$ cat config.mk
export PLATFORM = sky130hd
export DESIGN_NAME = dmem_arbiter
export DESIGN_NICKNAME = d
export VERILOG_FILES = /design/src/rtl/dmem_arbiter_pkg.sv /design/src/rtl/dmem_arbiter_rd_tag_pipe.sv /design/src/rtl/dmem_arbiter.sv
export SDC_FILE = /design/constraint.sdc
export NUM_CORES = 1
export LEC_CHECK = 0
export CORE_AREA = 2 2 92 94
export DETAILED_ROUTE_END_ITERATION = 16
export DIE_AREA = 0 0 94 96
export PLACE_DENSITY = 0.65
export REMOVE_ABC_BUFFERS = 1
export SYNTH_ARGS = -nofsm -noshare
export SYNTH_HDL_FRONTEND = slang
export SYNTH_SLANG_ARGS = --single-unit
$ cat constraint.sdc
create_clock -name clock -period 2.99 [get_ports clock]
set_input_delay 0.4485 -clock clock [delete_from_list [all_inputs] [get_ports clock]]
set_output_delay 0.4485 -clock clock [all_outputs]
set_load 0.05 [all_outputs]
$ cat src/rtl/dmem_arbiter_pkg.sv
// Shared constants and types for the dmem arbiter and its read-tag pipeline.
// The tag records which requester issued a read so its data can be routed back.
package dmem_arbiter_pkg;

   localparam int DMEM_ADDR_W = 12;
   localparam int DMEM_DATA_W = 32;

   localparam int TAG_CPU = 0;
   localparam int TAG_IO  = 1;

   typedef logic [1:0] rd_tag_t;

endpackage

$ cat src/rtl/dmem_arbiter_rd_tag_pipe.sv
// DEPTH-stage shift register of 2-bit read tags with asynchronous active-low clear.
// A tag entering on one edge leaves DEPTH edges later, aligned with registered memory data.
module rd_tag_pipe
   import dmem_arbiter_pkg::*;
#(
   parameter int DEPTH = 1
) (
   input  logic    i_clk,
   input  logic    i_rst_n,
   input  rd_tag_t i_tag,
   output rd_tag_t o_tag
);

   rd_tag_t r_pipe [DEPTH];

   always_ff @(posedge i_clk or negedge i_rst_n) begin
      if (!i_rst_n) begin
         for (int i = 0; i < DEPTH; i++) begin
            r_pipe[i] <= '0;
         end
      end else begin
         r_pipe[0] <= i_tag;
         for (int i = 1; i < DEPTH; i++) begin
            r_pipe[i] <= r_pipe[i-1];
         end
      end
   end

   assign o_tag = r_pipe[DEPTH-1];

endmodule

$ cat src/rtl/dmem_arbiter.sv
// Two-requester arbiter for the single-port dmem: cpu has priority, io gets a
// bounded-wait override, and read data is routed back by a tag pipeline.
module dmem_arbiter
   import dmem_arbiter_pkg::*;
#(
   parameter int ADDR_W   = DMEM_ADDR_W,
   parameter int DATA_W   = DMEM_DATA_W,
   parameter int RD_LAT   = 1,
   parameter int MAX_WAIT = 4
) (
   input  logic              clock,
   input  logic              reset,
   input  logic              cpu_req,
   input  logic              cpu_we,
   input  logic [ADDR_W-1:0] cpu_addr,
   input  logic [DATA_W-1:0] cpu_wdata,
   output logic              cpu_gnt,
   output logic              cpu_rvalid,
   output logic [DATA_W-1:0] cpu_rdata,
   input  logic              io_req,
   input  logic              io_we,
   input  logic [ADDR_W-1:0] io_addr,
   input  logic [DATA_W-1:0] io_wdata,
   output logic              io_gnt,
   output logic              io_rvalid,
   output logic [DATA_W-1:0] io_rdata,
   output logic [ADDR_W-1:0] dmem_address,
   output logic [DATA_W-1:0] dmem_data,
   output logic              dmem_wren,
   input  logic [DATA_W-1:0] dmem_q,
   output logic              io_starved
);

   localparam logic [3:0] C_MAX_WAIT = 4'(MAX_WAIT);

   logic [3:0] r_wait_cnt;
   logic       w_io_starved;
   logic       w_io_win;
   logic       w_cpu_acc;
   logic       w_io_acc;
   rd_tag_t    w_tag_in;
   rd_tag_t    w_tag_out;

   // Grants are gated by reset so nothing reaches dmem while reset is held low.
   always_comb begin
      w_io_starved = (r_wait_cnt == C_MAX_WAIT);
      w_io_win     = io_req & (w_io_starved | ~cpu_req);
      w_io_acc     = reset & w_io_win;
      w_cpu_acc    = reset & cpu_req & ~w_io_win;
   end

   always_comb begin
      dmem_address = '0;
      dmem_data    = '0;
      dmem_wren    = 1'b0;
      if (w_cpu_acc) begin
         dmem_address = cpu_addr;
         dmem_data    = cpu_wdata;
         dmem_wren    = cpu_we;
      end else if (w_io_acc) begin
         dmem_address = io_addr;
         dmem_data    = io_wdata;
         dmem_wren    = io_we;
      end
   end

   always_comb begin
      w_tag_in          = '0;
      w_tag_in[TAG_CPU] = w_cpu_acc & ~cpu_we;
      w_tag_in[TAG_IO]  = w_io_acc & ~io_we;
   end

   // Withdrawal (io_req low) clears the count just like a grant does.
   always_ff @(posedge clock or negedge reset) begin
      if (!reset) begin
         r_wait_cnt <= '0;
      end else if (io_req & ~w_io_acc) begin
         if (r_wait_cnt != C_MAX_WAIT) begin
            r_wait_cnt <= r_wait_cnt + 4'd1;
         end
      end else begin
         r_wait_cnt <= '0;
      end
   end

   rd_tag_pipe #(
      .DEPTH (RD_LAT)
   ) u_rd_tag_pipe (
      .i_clk   (clock),
      .i_rst_n (reset),
      .i_tag   (w_tag_in),
      .o_tag   (w_tag_out)
   );

   assign cpu_gnt    = w_cpu_acc;
   assign io_gnt     = w_io_acc;
   assign io_starved = w_io_starved;
   assign cpu_rvalid = w_tag_out[TAG_CPU];
   assign io_rvalid  = w_tag_out[TAG_IO];
   assign cpu_rdata  = dmem_q;
   assign io_rdata   = dmem_q;

endmodule
==> metrics.cfg, run 1 <==
[detailed_routing]
vias=1464
drt_iter0_drc=39
drc=0
final_antenna_net_count=0
routedWlPerCell_um=22.6
drt_wl_total_mm=7.45
vias_per_cell=4.44
dr.pass1.iters=4

[floorplan]
io_pins=240
die_height_um=96
fp.dieW_um=94
coreArea_mm2=0.00805
start_util=0.161
die_area_mm2=0.00902
rows=33

[placement]
gp_congestion=0.849
place_ws_ps=609
io_buffers=143
hpwlAfterDp_mm=6.48

[synth]
ys_top_cells_by_area=buf_4, a22o_1, dfrtp_1
synthArstFlopShare=1.00
synth_most_common_cell=buf_4
seq_area_frac_synth=0.116
ys.warnings.count=0
netlist_instances=150
synth_top_area_frac=0.395
synth_enable_flop_cells=0
syn_area_per_cell_um2=8.62
netlist_area_mm2=0.00129
netlist.top_cell.by_area=buf_4
ys_top_cells_by_count=buf_4, a22o_1, dfrtp_1
synth-seq-cells=6
synthDistinctLibCells=18
ys.flop_type=dfrtp_1

[timing]
worst_slew_pin_slew_ps=489
maxSlewViolCount=0
whs_ps=577
fmax_mhz=409
rsz0062_at_grt=false
period_needed_ps=2440
finalHoldViolations=0
skew_ps=5.25
setup_viol=0
fin_ws_ps=546
relSlewSlack=0.673
finalSetupTns_ps=0
finalCritPeriodShare=0.817

[cells_and_area]
finish.utilization=0.356
antenna_cells=0
drive_above_1_share=0.253
nets=355
syn_to_final_growth_pct=122

[cts]
clockBufferDepth=2
hold_buffers=0
cts.repair.resized=0
clk_latency_ps=230
cts.reportedPaths.clkPinSlew_ps=40
cts_buffers=3
clock_sinks=6
cts_setup_buffers=0
root_buffer=clkbuf_8
htree_levels=1
cts_tree=built

[global_route]
grt_remaining_overflow=0
grt_antenna_before_repair=0
grt_first_pass_wirelength_mm=9.85
grt_max_degree=48
grt_pass1_vias=1471
grt_usage=0.153

[run]
cap_violations=0

[pwr]
power_density_mw_per_mm2=265
p_leak_nw=1.17
p_total_mw=0.758
irDropWorstVdd_uv=80.5

[worst_setup_path]
worstSetupStartpointType=flop
crit_arrival_ps=2000
crit_path_max_fanout=4
cp.required_ps=2540
end_kind=output port
r2r_cells=7
crit_type=reg2out
r2r-start=r_wait_cnt[0]
cp-startpoint=r_wait_cnt[0]

[outcome]
status=complete, no violations

[hold_path]
hp-class=in2async

## cells by family (layout without fill, tap and decap cells)
| logic type | after synthesis | in the layout | share of synthesized area |
|---|---|---|---|
| AOI/OAI and AO/OA | 48 | 48 | 0.322 |
| xor gates and xnor gates | 2 | 2 | 0.0136 |
| adders and majority gates | 2 | 2 | 0.0194 |
| buffers and inverters | 78 | 153 | 0.451 |
| DFF | 6 | 6 | 0.116 |
| muxes | 2 | 2 | 0.0174 |
| and+or+nand+nor | 12 | 12 | 0.0600 |
## worst paths after layout
path                                               end  slack, ps
worst max-delay path                        io_starved        550
worst min-delay path                     r_wait_cnt[0]        580
worst max register to register  u_rd_tag_pipe.o_tag[0]       1410
worst min register to register           r_wait_cnt[1]        700
max in group asynchronous                r_wait_cnt[2]       2290
min in group clock                       r_wait_cnt[1]        700
## area by class of cell
class / count / area (µm²)
flip-flops and latches: 6 / 150
well taps: 105 / 131
repair buffers: 146 / 1950
inverters: 4 / 17.5
fillers: 781 / 5190
multi-input cells: 66 / 574
clock buffers: 3 / 41.3
## power breakdown
| part | internal [mW] | leakage [nW] | switching (mW) |
|---|---|---|---|
| Combinational | 0.298 | 1.07 | 0.248 |
| Clock | 0.0865 | 0.0216 | 0.0351 |
| Sequential | 0.0859 | 0.0813 | 0.00480 |
## cell usage in the layout (no fill, tap or decap), drive strengths merged
master	netlist	layout
and3	4	4
nand2	3	3
nand3	1	1
ha	2	2
mux2	2	2
xnor2	2	2
nand3b	1	1
dfrtp	6	6
nor2b	2	2
buf	74	50
nor2	1	1
inv	4	4
a21oi	2	2
a22o	45	45
clkdlybuf4s50	0	96
clkbuf	0	3
o21ai	1	1
## flip-flops by register name, indices dropped and copies added (netlist names)
name                 flops
r_wait_cnt               4
u_rd_tag_pipe.o_tag      2
## per-layer routing
metal  vias up  wire length, µm  GRT usage
li1        624                -          -
met1       654             2730      0.164
met2       176             2900      0.202
met3         8             1730      0.168
met4         2               31     0.0217
met5         -               54     0.0655
## worst max-delay path: stages, from the launching register on
cell and delay (ps):
dfrtp_1 420, inv_1 80, ha_1 210, nand3b_4 140, inv_4 110, clkdlybuf4s50_1 800
## per-stage QoR
stage,area [µm²],instances
floorplan,727,76
global placement,2820,327
detailed placement,2820,327
CTS,2860,330
global route,2860,330
finish,2860,330
Note: power is estimated with default switching activity, not from simulation.
==> inputs of run 2 (changes only) <==
Settings changed: CORE_AREA 2 2 92 94 to 2 2 93 95, DIE_AREA 0 0 94 96 to 0 0 95 97, PLACE_DENSITY 0.65 to 0.67.
Clock period 2.99 ns to 2.22 ns, I/O delays scaled along.
==> run 2 against run 1 <==
Effect of this change:
- first-iteration DRC count fell by 18%
- flip-flop and latch count did not move
- sequential share of layout area fell by 0.53 points
- critical path depth rose by 4
- via count rose by 3.2%
- sequential power rose by 33%
- non-clock buffer count rose by 18
- register-to-register slack got worse by 720 ps
- clock skew fell by 3.8 ps
- worst hold slack got worse by 110 ps
- count of clock-buffer cells in the layout did not move
- routed wire length rose by 16%
- critical endpoint is now dmem_data[9]
- largest power group unchanged
- highest routed layer unchanged
==> metrics.cfg, run 2 (synthesis gave the netlist of run 1 again) <==
[pwr]
p_total_mw=1.10  ; +45%
p_int_mw=0.687  ; +46%
power_density_mw_per_mm2=345  ; +30%
p_comb_frac=0.742  ; +0.022
p_leak_nw=1.35  ; +15%
irDropWorstVdd_uv=111  ; +38%
switching_share=0.374  ; -0.00545
seq_power_share=0.110  ; -0.010
power.switching_mw=0.411  ; +43%
power_frac_clock=0.148  ; -0.012

[cells_and_area]
nets=373  ; +5.1%
antenna_cells=0  ; unchanged
syn_to_final_growth_pct=146
nFillCells=765  ; -2.0%
most-common-layout-cells=clkdlybuf4s50_1, buf_12, a22o_1
finalInstanceArea_mm2=0.00319  ; +11%
top_register=r_wait_cnt
drive_above_1_share=0.374  ; +0.121
layout_commonest_cell=clkdlybuf4s50_1
largest_register_ffs=4  ; unchanged

[global_route]
grt_usage=0.171  ; +0.0180
grt_antenna_before_repair=0  ; unchanged
grt_pass1_vias=1565  ; +6.4%
grt_remaining_overflow=0  ; unchanged
grt_max_degree=21  ; -56%
grt_first_pass_wirelength_mm=11.0  ; +12%

[detailed_routing]
routedWlPerCell_um=24.8  ; +9.9%
dr.pass1.iters=4  ; unchanged
routed.top_layer=met5
wl_met1_mm=2.37  ; -13%
drt_iter0_drc=32  ; -18%
vias_per_cell=4.34  ; -2.1%
drt_wl_total_mm=8.63  ; +16%
final_antenna_net_count=0  ; unchanged
drc=0  ; unchanged
dr_wl_met2_mm=4.01  ; +38%
vias=1511  ; +3.2%
route.met3.wl_mm=2.17  ; +25%

[floorplan]
fp.dieW_um=95  ; +1.1%
io_pins=240  ; unchanged
rows=33  ; unchanged
start_util=0.159  ; -0.00163
die_area_mm2=0.00922  ; +2.1%
die_height_um=97  ; +1.0%
coreArea_mm2=0.00813  ; +1.0%

[run]
cap_violations=0  ; unchanged

[placement]
gp_congestion=0.886  ; +4.4%
io_buffers=143  ; unchanged
place_area_mm2=0.00287  ; +1.8%
hpwlAfterDp_mm=7.54  ; +16%
place_ws_ps=135  ; -473 ps

[worst_setup_path]
cp_slowest_cell=dfrtp_1
worstSetupStartpointType=flop
cp.required_ps=1890  ; -650 ps
slowest_delay_ps=400  ; -400 ps
cp_common_cell=buf_12
crit_type=reg2out
crit_path_max_fanout=10  ; +6
cp_cell_sequence=inv_2 -> ha_4 -> nand3b_4 -> inv_4 -> a21oi_4 -> buf_6 -> buf_12 -> a22o_1 -> buf_12
end_kind=output port
crit_arrival_ps=1850  ; -150 ps

[timing]
finalHoldViolations=0  ; unchanged
finalCritPeriodShare=0.984
maxSlewViolCount=0  ; unchanged
setup_viol=0  ; unchanged
skew_ps=1.43  ; -3.82 ps
worst_slew_pin_slew_ps=497  ; +8.06 ps
relSlewSlack=0.668  ; -0.00539
period_needed_ps=2190
rsz0062_at_grt=true
whs_ps=463  ; -114 ps
fmax_mhz=458
fin_ws_ps=34.5  ; -511 ps

[cts]
clockBufferDepth=2  ; unchanged
htree_levels=1  ; unchanged
clk_latency_ps=220  ; about the same
cts.reportedPaths.clkPinSlew_ps=40  ; about the same
cts_buffers=3  ; unchanged
cts_tree=built
clock_sinks=6  ; unchanged
root_buffer=clkbuf_8

[outcome]
status=complete, no violations

[hold_path]
hp-class=in2async

-- run 2: cell types whose count changed in the layout (fill, tap and decap cells not counted), sizes merged --
cell	delta
clkbuf	+1
buf	+18
clkdlybuf4s50	-1
-- run 2: final cells by class --
| class | instances | area (µm²) | share of cell area |
|---|---|---|---|
| clock buffers | 3 | 41.3 | 0.0130 |
| multi-input cells | 66 | 692 | 0.217 |
| repair buffers | 164 | 2150 | 0.676 |
| inverters | 4 | 17.5 | 0.00550 |
| well taps | 105 | 131 | 0.0412 |
| flip-flops and latches | 6 | 150 | 0.0471 |
-- run 2: final timing paths --
| check | startpoint | endpoint | slack, ps | cells after the start |
|---|---|---|---|---|
| hold / removal | reset | r_wait_cnt[0] | 460 | 2 |
| setup / recovery | r_wait_cnt[1] | dmem_data[9] | 30 | 9 |
| setup reg to reg | r_wait_cnt[1] | r_wait_cnt[1] | 690 | 8 |
| min in group clock | dmem_q[10] | cpu_rdata[10] | 670 | 0 |
| max in group asynchronous | reset | r_wait_cnt[1] | 1640 | 2 |
| hold reg to reg | r_wait_cnt[3] | r_wait_cnt[3] | 670 | 2 |
-- run 2: what timing repair did --
action                                  CTS  global route
hold buffers                              0             0
pin swaps                                 1            41
gates resized for setup                   6            21
cloned                                    2             1
endpoints found under the setup margin   45            45
buffers inserted                          5             3
-- run 2: power groups by stage --
stage / Combinational (mW) / Clock [mW] / Sequential [mW]
5_1_grt: 0.845 / 0.178 / 0.122
3_5_place_dp: 0.751 / 0 / 0.123
3_3_place_gp: 0.745 / 0 / 0.122
2_1_floorplan: 0.288 / 0 / 0.126
6_report: 0.815 / 0.162 / 0.121
4_1_cts: 0.781 / 0.168 / 0.121
-- run 2: worst max-delay path: cells and delay by family, from the launching register on --
kind | cells | cell delay [ps]
AND/OR/NAND/NOR | 1 | 120
buffers and inverters | 5 | 600
flip-flops | 1 | 400
adder cells (fa/ha/maj) | 1 | 150
AO/OA/AOI/OAI | 2 | 350
-- run 2: stage by stage --
stage,TNS (ps),instances,util
after floorplan,-45570,76,-
after global placement,0,334,0.353
after detailed placement,0,334,0.353
after CTS,0,344,0.370
after global routing,-1020,348,0.392
final,0,348,0.392
-- run 2: routing by layer --
metal	global-route usage	vias up
li1	-	663
met5	0.0714	-
met3	0.196	6
met1	0.138	668
met4	0.0145	2
met2	0.277	172
==> inputs of run 3 (changes only) <==
Settings changed: SETUP_SLACK_MARGIN from default to 0.4.
==> run 3 against run 2 <==
Effect of this change:
- fmax rose by 2.8%
- die area did not move
- setup slack improved by 60 ps
- sequential power barely moved
- clock skew fell by 1.1 ps
- worst hold slack improved by 1.6 ps
- cell area rose by 2.9%
- count of clock-buffer cells in the layout did not move
- critical path type unchanged
==> metrics.cfg, run 3 (synthesis gave the netlist of run 1 again) <==
[global_route]
grt_busiest_layer=met2
use_met3=0.200  ; +0.00389
use_met1=0.141  ; +0.00237
grt_usage=0.177  ; +0.00556
grt_first_pass_wirelength_mm=11.4  ; +3.2%
grt_max_degree=16  ; -24%
grt_use_met2=0.289  ; +0.0120
grt_remaining_overflow=0  ; unchanged
grt_antenna_before_repair=0  ; unchanged
grt_pass1_vias=1652  ; +5.6%

[floorplan]
start_util=0.159  ; unchanged
io_pins=240  ; unchanged
coreArea_mm2=0.00813  ; unchanged
die_height_um=97  ; unchanged
die_area_mm2=0.00922  ; unchanged
rows=33  ; unchanged
fp.dieW_um=95  ; unchanged

[worst_setup_path]
crit_arrival_ps=1790  ; -60 ps
crit_path_max_fanout=10  ; unchanged
worstSetupStartpointType=flop
end_kind=output port
crit_type=reg2out
cp.required_ps=1890  ; about the same

[timing]
finalHoldViolations=0  ; unchanged
finalSetupTns_ps=0  ; unchanged
relSlewSlack=0.670  ; +0.00231
setup_viol=0  ; unchanged
maxSlewViolCount=0  ; unchanged
skew_ps=0.282  ; -1.15 ps
worst_slew_pin_slew_ps=493  ; -3.46 ps
fmax_mhz=470  ; +2.8%
rsz0062_at_grt=true
period_needed_ps=2130  ; -59.8 ps
finalCritPeriodShare=0.958  ; -0.0269

[cts]
clk_latency_ps=220  ; about the same
clock_sinks=6  ; unchanged
cts_tree=built
cts.reportedPaths.clkPinSlew_ps=40  ; about the same
htree_levels=1  ; unchanged
clockBufferDepth=2  ; unchanged
root_buffer=clkbuf_8
cts_buffers=3  ; unchanged

[cells_and_area]
nFillCells=759  ; -0.78%
drive_above_1_share=0.398  ; +0.0231
largest_register_ffs=4  ; unchanged
syn_to_final_growth_pct=154
antenna_cells=0  ; unchanged
most-common-layout-cells=clkdlybuf4s50_1, buf_12, a22o_1
layout_commonest_cell=clkdlybuf4s50_1
top_register=r_wait_cnt
nets=379  ; +1.6%

[detailed_routing]
vias=1546  ; +2.3%
vias_per_cell=4.37  ; +0.58%
dr.pass1.iters=4  ; unchanged
drt_wl_total_mm=8.73  ; +1.2%
drt_iter0_drc=26  ; -19%
drc=0  ; unchanged
routedWlPerCell_um=24.7  ; -0.50%
final_antenna_net_count=0  ; unchanged

[pwr]
power_density_mw_per_mm2=342  ; -0.87%
p_leak_nw=1.40  ; +3.6%
p_total_mw=1.12  ; +2.0%
irDropWorstVdd_uv=115  ; +3.8%

[placement]
hpwlAfterDp_mm=7.54  ; unchanged
gp_congestion=0.886  ; unchanged
io_buffers=143  ; unchanged

[hold_path]
hp-class=in2async

[outcome]
status=complete, no violations

[run]
cap_violations=0  ; unchanged

[run 3: cell count changes in the layout (fill, tap and decap cells not counted)]
cell       delta
buf_8         +1
a22o_4        +2
buf_4         +4
a22o_1        -2
buf_12        +2
buf_16        +1
buf_6         -1
clkbuf_16     -1
[run 3: through the flow]
step / hold slack [ps] / instances / instance area [µm²] / utilization / worst slack, ps
after global placement: 644 / 334 / 2870 / 0.353 / 153
after floorplan: 37.4 / 76 / 727 / - / -987
after detailed placement: 650 / 334 / 2870 / 0.353 / 135
final: 465 / 354 / 3280 / 0.403 / 94.3
after global routing: 485 / 354 / 3280 / 0.403 / 25.6
after CTS: 456 / 351 / 3140 / 0.385 / 115
[run 3: final cells by class]
class / count / area (µm²) / area share
Clock buffer: 3 / 41.3 / 0.0126
Sequential cell: 6 / 150 / 0.0458
Timing Repair Buffer: 170 / 2230 / 0.680
Inverter: 4 / 17.5 / 0.00534
Tap cell: 105 / 131 / 0.0401
Multi-Input combinational cell: 66 / 709 / 0.216
[run 3: power breakdown]
group | internal [mW] | total [mW] | leakage [nW] | switching (mW)
clock network | 0.116 | 0.163 | 0.0216 | 0.0467
registers | 0.116 | 0.121 | 0.0813 | 0.00507
logic | 0.471 | 0.837 | 1.30 | 0.366
[run 3: what timing repair did]
item / CTS / global route
resized for setup: 18 / 16
setup buffers: 11 / 3
hold buffers: 0 / 0
endpoints found under the setup margin: 47 / 47
endpoints found under the hold margin: 0 / 0
pin swaps: 48 / 4
cloned: 3 / 0
[run 3: worst paths after layout]
| kind | slack [ps] | startpoint | cells after the start | endpoint |
|---|---|---|---|---|
| max | 90 | r_wait_cnt[1] | 9 | dmem_data[1] |
| min | 460 | reset | 2 | u_rd_tag_pipe.o_tag[0] |
| max reg2reg | 720 | r_wait_cnt[1] | 6 | r_wait_cnt[1] |
| min reg2reg | 680 | r_wait_cnt[3] | 2 | r_wait_cnt[3] |
| max in group asynchronous | 1640 | reset | 2 | r_wait_cnt[3] |
| min in group clock | 670 | dmem_q[10] | 0 | cpu_rdata[10] |
[run 3: critical path, stage by stage (launching register included)]
cell and delay [ps]:
dfrtp_1 390, inv_2 80, ha_4 150, nand3b_4 120, inv_4 90, a21oi_4 70, buf_6 130, buf_16 140
a22o_4 250, buf_12 140
[run 3: layer usage]
layer	part of all wire	up-vias
met4	0.00092	2
li1	-	674
met1	0.28	696
met2	0.46	170
met5	0.0084	-
met3	0.25	4
